**src/rtl/hazard_unit_param_if.sv**
```systemverilog
// hazard_unit_param_if
//   Bundles the decoder-to-hazard-unit signals of the D stage and the
//   stall/forward-select results returned to the datapath.
//
//   Decoder side (master drives, slave reads):
//     d_rs, d_rt        source register fields of the instruction in D
//     d_tuse_rs/rt      cycles until the operand is consumed (3 = unused)
//     d_dst, d_tnew     destination register (0 = none) and result latency
//     d_md_start        instruction is mult/div; d_md_div selects div
//     d_hilo_use        instruction reads or writes HI/LO
//   Hazard side (slave drives, master reads):
//     stall             hold PC and D, bubble into E
//     fwd_rs_d, fwd_rt_d, fwd_rs_e, fwd_rt_e, fwd_rt_m
//                       forward selects (0 = regfile/pipeline, s = stage s)
//     md_busy           mult/div unit occupied
//     stall_cnt, md_stall_cnt
//                       performance counters, present only when
//                       HAZ_PERF_CNT_EN is defined
interface hazard_unit_param_if #(
  parameter int SELW = 2
);
  logic [4:0]      d_rs;
  logic [4:0]      d_rt;
  logic [1:0]      d_tuse_rs;
  logic [1:0]      d_tuse_rt;
  logic [4:0]      d_dst;
  logic [1:0]      d_tnew;
  logic            d_md_start;
  logic            d_md_div;
  logic            d_hilo_use;

  logic            stall;
  logic [SELW-1:0] fwd_rs_d;
  logic [SELW-1:0] fwd_rt_d;
  logic [SELW-1:0] fwd_rs_e;
  logic [SELW-1:0] fwd_rt_e;
  logic [SELW-1:0] fwd_rt_m;
  logic            md_busy;
`ifdef HAZ_PERF_CNT_EN
  logic [31:0]     stall_cnt;
  logic [31:0]     md_stall_cnt;
`endif

  modport master (
    output d_rs, d_rt, d_tuse_rs, d_tuse_rt, d_dst, d_tnew,
           d_md_start, d_md_div, d_hilo_use,
    input  stall, fwd_rs_d, fwd_rt_d, fwd_rs_e, fwd_rt_e, fwd_rt_m,
           md_busy
`ifdef HAZ_PERF_CNT_EN
    , input stall_cnt, md_stall_cnt
`endif
  );

  modport slave (
    input  d_rs, d_rt, d_tuse_rs, d_tuse_rt, d_dst, d_tnew,
           d_md_start, d_md_div, d_hilo_use,
    output stall, fwd_rs_d, fwd_rt_d, fwd_rs_e, fwd_rt_e, fwd_rt_m,
           md_busy
`ifdef HAZ_PERF_CNT_EN
    , output stall_cnt, md_stall_cnt
`endif
  );
endinterface

```
**src/rtl/hazard_unit_param.sv**
```systemverilog
// hazard_unit_param
//   Parameterised hazard unit for an in-order pipeline. Tracks in-flight
//   register writes as (valid, dst, tnew) tags in a shift pipeline with one
//   entry per stage after D, produces forward selects for the D, E and M
//   operands, and raises the D-stage stall from a Tuse/Tnew comparison.
//   A mult/div busy counter additionally stalls HI/LO accesses.
//
//   Ports:
//     clk    rising-edge clock
//     reset  asynchronous, active-high; clears every tag, operand copy and
//            the mult/div counter, so all outputs read 0 at once
//     hz     hazard_unit_param_if.slave: D-stage decode inputs in,
//            stall / forward selects / md_busy out
//
//   Parameters:
//     DEPTH     tracked stages after D (1=E, 2=M, 3=W, ...), at least 3
//     MULT_LAT  busy cycles after a mult enters E
//     DIV_LAT   busy cycles after a div enters E
//     SELW      forward select width, must be able to hold DEPTH
//
//   Build option: define HAZ_PERF_CNT_EN to add hz.stall_cnt (stalled
//   cycles) and hz.md_stall_cnt (cycles stalled only by the HI/LO rule).
module hazard_unit_param #(
  parameter int DEPTH    = 3,
  parameter int MULT_LAT = 5,
  parameter int DIV_LAT  = 10,
  parameter int SELW     = 2
) (
  input  logic               clk,
  input  logic               reset,
  hazard_unit_param_if.slave hz
);

  localparam int MD_MAX = (MULT_LAT > DIV_LAT) ? MULT_LAT : DIV_LAT;
  localparam int MD_W   = (MD_MAX < 2) ? 1 : $clog2(MD_MAX + 1);

  typedef struct packed {
    logic            hit;
    logic [1:0]      tnew;
    logic [SELW-1:0] sel;
  } match_t;

  // Remaining latency of a tag that advances one stage.
  function automatic logic [1:0] sat_dec(input logic [1:0] t);
    return (t == 2'd0) ? 2'd0 : t - 2'd1;
  endfunction

  // Youngest tag at stage >= first that writes r. The select only names
  // that stage once its result exists; an older match is never used
  // past a younger one because the younger one overwrites it below.
  function automatic match_t find_youngest(
    input logic [4:0]          r,
    input int                  first,
    input logic [DEPTH:1]      vld,
    input logic [DEPTH:1][4:0] dst,
    input logic [DEPTH:1][1:0] tnew
  );
    match_t m;
    m = '0;
    for (int s = DEPTH; s >= 1; s--) begin
      if (s >= first && vld[s] && dst[s] == r && r != 5'd0) begin
        m.hit  = 1'b1;
        m.tnew = tnew[s];
        m.sel  = (tnew[s] == 2'd0) ? SELW'(s) : '0;
      end
    end
    return m;
  endfunction

  // The producer is still too far from its result when the consumer
  // needs the value; tuse 3 marks an operand that is never read.
  function automatic logic must_wait(input match_t m, input logic [1:0] tuse);
    return m.hit && (tuse != 2'd3) && (m.tnew > tuse);
  endfunction

  logic [DEPTH:1]      vld_p;
  logic [DEPTH:1][4:0] dst_p;
  logic [DEPTH:1][1:0] tnew_p;

  logic [4:0]          rs_p1;
  logic [4:0]          rt_p1;
  logic [4:0]          rt_p2;
  logic                md_p1;
  logic [MD_W-1:0]     md_cnt;

  match_t              m_rs_d;
  match_t              m_rt_d;
  match_t              m_rs_e;
  match_t              m_rt_e;
  match_t              m_rt_m;
  logic                data_stall;
  logic                hilo_stall;
  logic                stall_w;
  logic                md_busy_w;

  // D stage: hazard detection and forward selects, all combinational
  always_comb begin
    m_rs_d     = find_youngest(hz.d_rs, 1, vld_p, dst_p, tnew_p);
    m_rt_d     = find_youngest(hz.d_rt, 1, vld_p, dst_p, tnew_p);
    m_rs_e     = find_youngest(rs_p1,   2, vld_p, dst_p, tnew_p);
    m_rt_e     = find_youngest(rt_p1,   2, vld_p, dst_p, tnew_p);
    m_rt_m     = find_youngest(rt_p2,   3, vld_p, dst_p, tnew_p);

    md_busy_w  = (md_cnt != '0);
    data_stall = must_wait(m_rs_d, hz.d_tuse_rs) ||
                 must_wait(m_rt_d, hz.d_tuse_rt);
    // md_p1 is covered by md_busy once the counter has loaded; it is kept
    // so the rule still holds for a latency of zero.
    hilo_stall = hz.d_hilo_use && (md_busy_w || md_p1);
    stall_w    = data_stall || hilo_stall;
  end

  assign hz.stall    = stall_w;
  assign hz.md_busy  = md_busy_w;
  assign hz.fwd_rs_d = m_rs_d.sel;
  assign hz.fwd_rt_d = m_rt_d.sel;
  assign hz.fwd_rs_e = m_rs_e.sel;
  assign hz.fwd_rt_e = m_rt_e.sel;
  assign hz.fwd_rt_m = m_rt_m.sel;

  // D -> E boundary (stage 1) and onward shift through stages 2..DEPTH
  always_ff @(posedge clk or posedge reset) begin
    if (reset) begin
      vld_p  <= '0;
      dst_p  <= '0;
      tnew_p <= '0;
      rs_p1  <= '0;
      rt_p1  <= '0;
      rt_p2  <= '0;
      md_p1  <= 1'b0;
    end else begin
      for (int s = DEPTH; s >= 2; s--) begin
        vld_p[s]  <= vld_p[s-1];
        dst_p[s]  <= dst_p[s-1];
        tnew_p[s] <= sat_dec(tnew_p[s-1]);
      end
      if (stall_w) begin
        vld_p[1]  <= 1'b0;
        dst_p[1]  <= 5'd0;
        tnew_p[1] <= 2'd0;
        rs_p1     <= 5'd0;
        rt_p1     <= 5'd0;
        md_p1     <= 1'b0;
      end else begin
        vld_p[1]  <= (hz.d_dst != 5'd0);
        dst_p[1]  <= hz.d_dst;
        tnew_p[1] <= hz.d_tnew;
        rs_p1     <= hz.d_rs;
        rt_p1     <= hz.d_rt;
        md_p1     <= hz.d_md_start;
      end
      rt_p2 <= rt_p1;
    end
  end

  // E stage: mult/div occupancy, loaded as the instruction enters E
  always_ff @(posedge clk or posedge reset) begin
    if (reset) begin
      md_cnt <= '0;
    end else if (!stall_w && hz.d_md_start) begin
      md_cnt <= hz.d_md_div ? MD_W'(DIV_LAT) : MD_W'(MULT_LAT);
    end else if (md_cnt != '0) begin
      md_cnt <= md_cnt - MD_W'(1);
    end
  end

`ifdef HAZ_PERF_CNT_EN
  logic [31:0] stall_cnt;
  logic [31:0] md_stall_cnt;

  // Stall accounting, sampled at the same edge that holds D
  always_ff @(posedge clk or posedge reset) begin
    if (reset) begin
      stall_cnt    <= 32'd0;
      md_stall_cnt <= 32'd0;
    end else begin
      if (stall_w) begin
        stall_cnt <= stall_cnt + 32'd1;
      end
      if (hilo_stall && !data_stall) begin
        md_stall_cnt <= md_stall_cnt + 32'd1;
      end
    end
  end

  assign hz.stall_cnt    = stall_cnt;
  assign hz.md_stall_cnt = md_stall_cnt;
`endif

endmodule

```
**src/flat_wrapper.sv**
```systemverilog
// flat-port wrapper written by rule: the top's interface ports become plain ports
module hazard_unit_param_flat 
#(
  parameter int DEPTH    = 3,
  parameter int MULT_LAT = 5,
  parameter int DIV_LAT  = 10,
  parameter int SELW     = 2
)
  (clk, reset, hz_d_rs, hz_d_rt, hz_d_tuse_rs, hz_d_tuse_rt, hz_d_dst, hz_d_tnew, hz_d_md_start, hz_d_md_div, hz_d_hilo_use, hz_stall, hz_fwd_rs_d, hz_fwd_rt_d, hz_fwd_rs_e, hz_fwd_rt_e, hz_fwd_rt_m, hz_md_busy);
  hazard_unit_param_if #(.SELW(SELW)) hz_i ();
  input  logic clk;
  input  logic reset;
  input wire logic [$bits(hz_i.d_rs)-1:0] hz_d_rs;
  input wire logic [$bits(hz_i.d_rt)-1:0] hz_d_rt;
  input wire logic [$bits(hz_i.d_tuse_rs)-1:0] hz_d_tuse_rs;
  input wire logic [$bits(hz_i.d_tuse_rt)-1:0] hz_d_tuse_rt;
  input wire logic [$bits(hz_i.d_dst)-1:0] hz_d_dst;
  input wire logic [$bits(hz_i.d_tnew)-1:0] hz_d_tnew;
  input wire logic [$bits(hz_i.d_md_start)-1:0] hz_d_md_start;
  input wire logic [$bits(hz_i.d_md_div)-1:0] hz_d_md_div;
  input wire logic [$bits(hz_i.d_hilo_use)-1:0] hz_d_hilo_use;
  output wire logic [$bits(hz_i.stall)-1:0] hz_stall;
  output wire logic [$bits(hz_i.fwd_rs_d)-1:0] hz_fwd_rs_d;
  output wire logic [$bits(hz_i.fwd_rt_d)-1:0] hz_fwd_rt_d;
  output wire logic [$bits(hz_i.fwd_rs_e)-1:0] hz_fwd_rs_e;
  output wire logic [$bits(hz_i.fwd_rt_e)-1:0] hz_fwd_rt_e;
  output wire logic [$bits(hz_i.fwd_rt_m)-1:0] hz_fwd_rt_m;
  output wire logic [$bits(hz_i.md_busy)-1:0] hz_md_busy;
  assign hz_i.d_rs = hz_d_rs;
  assign hz_i.d_rt = hz_d_rt;
  assign hz_i.d_tuse_rs = hz_d_tuse_rs;
  assign hz_i.d_tuse_rt = hz_d_tuse_rt;
  assign hz_i.d_dst = hz_d_dst;
  assign hz_i.d_tnew = hz_d_tnew;
  assign hz_i.d_md_start = hz_d_md_start;
  assign hz_i.d_md_div = hz_d_md_div;
  assign hz_i.d_hilo_use = hz_d_hilo_use;
  assign hz_stall = hz_i.stall;
  assign hz_fwd_rs_d = hz_i.fwd_rs_d;
  assign hz_fwd_rt_d = hz_i.fwd_rt_d;
  assign hz_fwd_rs_e = hz_i.fwd_rs_e;
  assign hz_fwd_rt_e = hz_i.fwd_rt_e;
  assign hz_fwd_rt_m = hz_i.fwd_rt_m;
  assign hz_md_busy = hz_i.md_busy;
  hazard_unit_param #(.DEPTH(DEPTH), .MULT_LAT(MULT_LAT), .DIV_LAT(DIV_LAT), .SELW(SELW)) u_core (.clk(clk), .reset(reset), .hz(hz_i));
endmodule
```
**config.mk**
```make
export PLATFORM = sky130hd
export DESIGN_NAME = hazard_unit_param_flat
export DESIGN_NICKNAME = d
export VERILOG_FILES = /design/src/rtl/hazard_unit_param_if.sv /design/src/rtl/hazard_unit_param.sv /design/src/flat_wrapper.sv
export SDC_FILE = /design/constraint.sdc
export NUM_CORES = 1
export LEC_CHECK = 0
export ABC_AREA = 1
export CAP_MARGIN = 20
export CORE_MARGIN = 1.5
export CORE_UTILIZATION = 40
export DETAILED_ROUTE_END_ITERATION = 6
export GPL_TIMING_DRIVEN = 0
export PLACE_DENSITY = 0.7
export SLEW_MARGIN = 40
export SYNTH_ARGS = -nofsm -noshare
export SYNTH_HDL_FRONTEND = slang
export SYNTH_SLANG_ARGS = --single-unit
```
**constraint.sdc**
```tcl
create_clock -name clk -period 12.4 [get_ports clk]
set_input_delay 3.72 -clock clk [delete_from_list [all_inputs] [get_ports clk]]
set_output_delay 3.72 -clock clk [all_outputs]
set_load 0.03 [all_outputs]
```
==> results of run 1 <==
power groups by stage:
stage	registers, mW	clock network, mW	logic [mW]
after global placement	0.188	0	0.132
after CTS	0.186	0.0939	0.136
after global routing	0.189	0.100	0.154
after detailed placement	0.188	0	0.136
after floorplan	0.182	0	0.0976
final	0.186	0.0925	0.136
worst max-delay path, cell delays in order:
cell and delay, ns:
sky130_fd_sc_hd__clkdlybuf4s50_1 0.58, sky130_fd_sc_hd__inv_2 0.09, sky130_fd_sc_hd__nand3_1 0.11, sky130_fd_sc_hd__nor2_2 0.06
sky130_fd_sc_hd__nor2_1 0.20, sky130_fd_sc_hd__nand2_2 0.13, sky130_fd_sc_hd__a211oi_1 0.26, sky130_fd_sc_hd__nor2_1 0.07
sky130_fd_sc_hd__ha_1 0.29, sky130_fd_sc_hd__a221oi_1 0.35, sky130_fd_sc_hd__nand2_2 0.12, sky130_fd_sc_hd__nand3_2 0.10
sky130_fd_sc_hd__buf_6 0.16, sky130_fd_sc_hd__buf_8 0.17, sky130_fd_sc_hd__clkdlybuf4s50_1 0.68
layout make-up:
type | instances | share of cell area
multi-input cells | 244 | 0.402
flip-flops and latches | 44 | 0.338
repair buffers | 37 | 0.114
inverters | 65 | 0.0757
well taps | 77 | 0.0296
clock buffers | 8 | 0.0276
plain buffers | 5 | 0.0134
sequential cells by signal, indices dropped and copies added, names as in the netlist:
register	count
u_core.vld_p	3
u_core.md_cnt	4
u_core.rt_p1	5
u_core.tnew_p	6
u_core.rs_p1	5
u_core.dst_p	15
u_core.rt_p2	5
u_core.md_p1	1
Yosys cell counts:
cell type,number
sky130_fd_sc_hd__and3_1,1
sky130_fd_sc_hd__a2111oi_0,1
sky130_fd_sc_hd__o21ai_0,19
sky130_fd_sc_hd__o31ai_1,3
sky130_fd_sc_hd__xnor2_1,6
sky130_fd_sc_hd__a31o_2,1
sky130_fd_sc_hd__nand4_1,3
sky130_fd_sc_hd__buf_4,1
sky130_fd_sc_hd__a21boi_1,1
sky130_fd_sc_hd__o211ai_1,2
sky130_fd_sc_hd__nand2_4,1
sky130_fd_sc_hd__dfrtp_1,44
sky130_fd_sc_hd__inv_2,11
sky130_fd_sc_hd__nand2_1,83
sky130_fd_sc_hd__nor2_1,33
sky130_fd_sc_hd__nor2_4,2
sky130_fd_sc_hd__nor2_2,12
sky130_fd_sc_hd__nand3_2,4
sky130_fd_sc_hd__inv_1,54
sky130_fd_sc_hd__buf_2,2
sky130_fd_sc_hd__nand2_2,5
sky130_fd_sc_hd__a221oi_1,2
sky130_fd_sc_hd__nor3_1,4
sky130_fd_sc_hd__o2111a_1,1
sky130_fd_sc_hd__a22o_1,1
sky130_fd_sc_hd__nor4_1,7
sky130_fd_sc_hd__nand3_1,11
sky130_fd_sc_hd__o21bai_1,1
sky130_fd_sc_hd__a211oi_1,3
sky130_fd_sc_hd__xor2_1,9
sky130_fd_sc_hd__a21oi_1,15
sky130_fd_sc_hd__ha_1,6
sky130_fd_sc_hd__o22ai_1,7
sky130_fd_sc_hd__buf_8,1
sky130_fd_sc_hd__buf_6,1
routing by layer:
layer,global-route usage,up-vias,wire (um)
met1,0.265,1143,2960
met4,0.0730,0,102
met2,0.310,78,3040
met3,0.0370,9,372
li1,-,1226,-
met5,0,-,0
metrics by stage:
step | power [mW] | cell area [um^2] | std cells | worst slack [ns] | hold slack [ns]
detailed placement | 0.324 | 3170 | 472 | 1.57 | 0.358
global route | 0.443 | 3260 | 480 | 1.29 | 0.393
CTS | 0.416 | 3260 | 480 | 1.55 | 0.376
floorplan | 0.280 | 2700 | 358 | 3.13 | 0.349
global placement | 0.320 | 3170 | 472 | 1.58 | 0.357
finish | 0.414 | 3260 | 480 | 1.57 | 0.384
final timing paths:
kind,from,to,slack (ns),cells after the start
max in group asynchronous,reset,u_core.dst_p[13],8.20,2
hold reg to reg,u_core.dst_p[7],u_core.dst_p[12],0.38,0
setup reg to reg,u_core.dst_p[12],u_core.dst_p[1],9.62,17
min in group asynchronous,reset,u_core.vld_p[1],3.83,2
hold / removal,u_core.dst_p[7],u_core.dst_p[12],0.38,0
setup / recovery,hz_d_rs[4],hz_stall,1.57,15
cell families (layout without fill, tap and decap cells):
logic type,Yosys count,count (layout)
and+or+nand+nor,166,166
buffers and inverters,70,115
AOI/OAI and AO/OA,57,57
DFF,44,44
xor gates and xnor gates,15,15
adders and majority gates,6,6
==> summary.md, run 1 <==
| Metric | Value |
|---|---|
| Result of the run | finished, violations left |
| Violated checks | DRC |
| Clock latency on the worst-skew pair | 0.30 ns |
| Count of port buffers added during placement | 37 |
| Post-route minimum period | 10.83 ns |
| Nets | 434 |
| CTS tree | yes |
| Total routed wirelength | 6470 um |
| Count of standard-cell rows | 29 |
| Initial DRC count | 164 |
| Leakage | 1.66 nW |
| Leading cell types in the layout, fill and taps excluded | sky130_fd_sc_hd__nand2_1 (83), sky130_fd_sc_hd__inv_1 (53), sky130_fd_sc_hd__dfrtp_1 (44) |
| Synth Warn # | 0 |
| Element type at the critical path end | primary output |
| CTS sink cnt | 44 |
| Count of endpoints failing setup in the final report | 0 |
| Internal power consumption | 266 uW |
| Fraction of the cycle the final worst path needs | 0.873 |
| Buffer depth of the longest clock path | 2 |
| Worst supply voltage drop on vdd | 0.0776 mV |
| Number of instances in the synthesized netlist | 358 |
| Grt total ovfl | 0 |
| Gr usage total | 0.195 |
| Unrepaired setup endpoints after global routing | no |
| Count of boundary I/O pins | 38 |
| Req. time, crit path | 8.68 ns |
| Wire length of the first global-routing pass | 11100 um |
| Switching power total | 148 uW |
| Die width | 85.1 um |
| Max-slew violation total from the final report | 0 |
| Number of synthesized register bits | 44 |
| Routability congestion estimate from global placement | 0.859 |
| Fraction of power consumed by the clock network | 0.223 |
| Dominant cells by area after synthesis | sky130_fd_sc_hd__dfrtp_1 (41%), sky130_fd_sc_hd__nand2_1 (12%), sky130_fd_sc_hd__inv_1 (7.5%), sky130_fd_sc_hd__nor2_1 (4.6%), sky130_fd_sc_hd__o21ai_0 (3.5%) |
| Per-cell via count in the routed design | 5.12 |
| Total of cells resized after clock tree synthesis | 0 |
| Combinational family with the most area after synthesis | simple AND/OR/NAND/NOR gates |
| Data arrival time of the critical path | 7.11 ns |
| Maximum number of pins on one net before global-route repair | 45 |
| Proportion of netlist area held by the largest area contributor | 0.408 |
| Clock slew seen by the registers of the worst setup and hold paths | 0.07 ns |
| Relative area change from synthesis to final layout | 20.7% |
| Cell taking the most area after synthesis | sky130_fd_sc_hd__dfrtp_1 |
| First drt pass iteration count | 6 |
| Sequential cell fraction of total power | 0.449 |
| Relative slew margins | 0.635 |
| DPL Wire Length | 5150 um |
| Setup TNS | 0 ns |
| Share of synthesized cell area in full adder, half adder and majority cells | 0.0278 |
| Sw frac | 0.358 |
| Number of hold buffers added after CTS | 0 |
| Proportion of power drawn by combinational gates | 0.328 |
| Antenna violations before repair | 0 |
| CP startpoint kind | primary input |
| Ratio of total power to cell area | 127 mW/mm^2 |
| Setup skew after layout | 0.00993 ns |
| Final routed DRC violation total | 1 |
| Floorplan Core Area | 0.00642 mm^2 |
| Commonest non-fill, non-tap cell in the layout | sky130_fd_sc_hd__nand2_1 |
| Combined area of the multi-input logic cells | 0.00131 mm^2 |
| Filler instances | 625 |
| Post-CTS setup repair buffer count | 0 |
| Synth Area in Compound Gates | 0.127 |
| Routed via count | 2456 |
| Library cells used by synthesis | 35 |
| Xor and xnor fraction of the mapped netlist area | 0.0487 |
| Die Footprint | 0.00725 mm^2 |
| Category of the most critical setup path | in2out |
| Post-Syn Nets | 390 |
| Routed length per instance | 13.5 um |
| Reported max-cap violation count | 0 |
| Final standard cell utilization of the core | 0.507 |
| Post-synthesis mux area share | 0 |
| Area taken by flip-flops and latches | 0.00110 mm^2 |
| Total number of H-tree levels | 2 |
| Initial core utilization | 0.420 |
| Remaining antenna violation count | 0 |
| Die Height | 85.1 um |
| Total inserted antenna cells | 0 |
| Highest attainable clock frequency | 92.4 MHz |
| Proportion of layout cells with a drive suffix above 1 | 0.119 |
| Register area share after synthesis | 0.408 |
| Crit-path max FO | 10 |
| Vias in the first global route | 2387 |
| Clock tree root buffer cell | sky130_fd_sc_hd__clkbuf_8 |
| Summed instance area of the synthesized netlist | 0.00270 mm^2 |
| Average instance area after synthesis | 7.54 um^2 |
| Actual slew at the worst max-slew pin | 0.548 ns |
| Post-synthesis simple-gate area fraction | 0.281 |
| Class of the most critical hold timing path | reg2reg |
| Final Hold Vio Count | 0 |
| Total clock buffers created by CTS | 5 |
Power figures use the tool's default switching activity.
==> inputs of run 2 (changes only) <==
--- a/config.mk
+++ b/config.mk
@@ -12,6 +12,7 @@
 export DETAILED_ROUTE_END_ITERATION = 6
 export GPL_TIMING_DRIVEN = 0
 export PLACE_DENSITY = 0.7
+export SKIP_CTS_REPAIR_TIMING = 1
 export SLEW_MARGIN = 40
 export SYNTH_ARGS = -nofsm -noshare
 export SYNTH_HDL_FRONTEND = slang
==> results of run 2 <==
Final layout, timing and power as in run 1 (identical DEF).
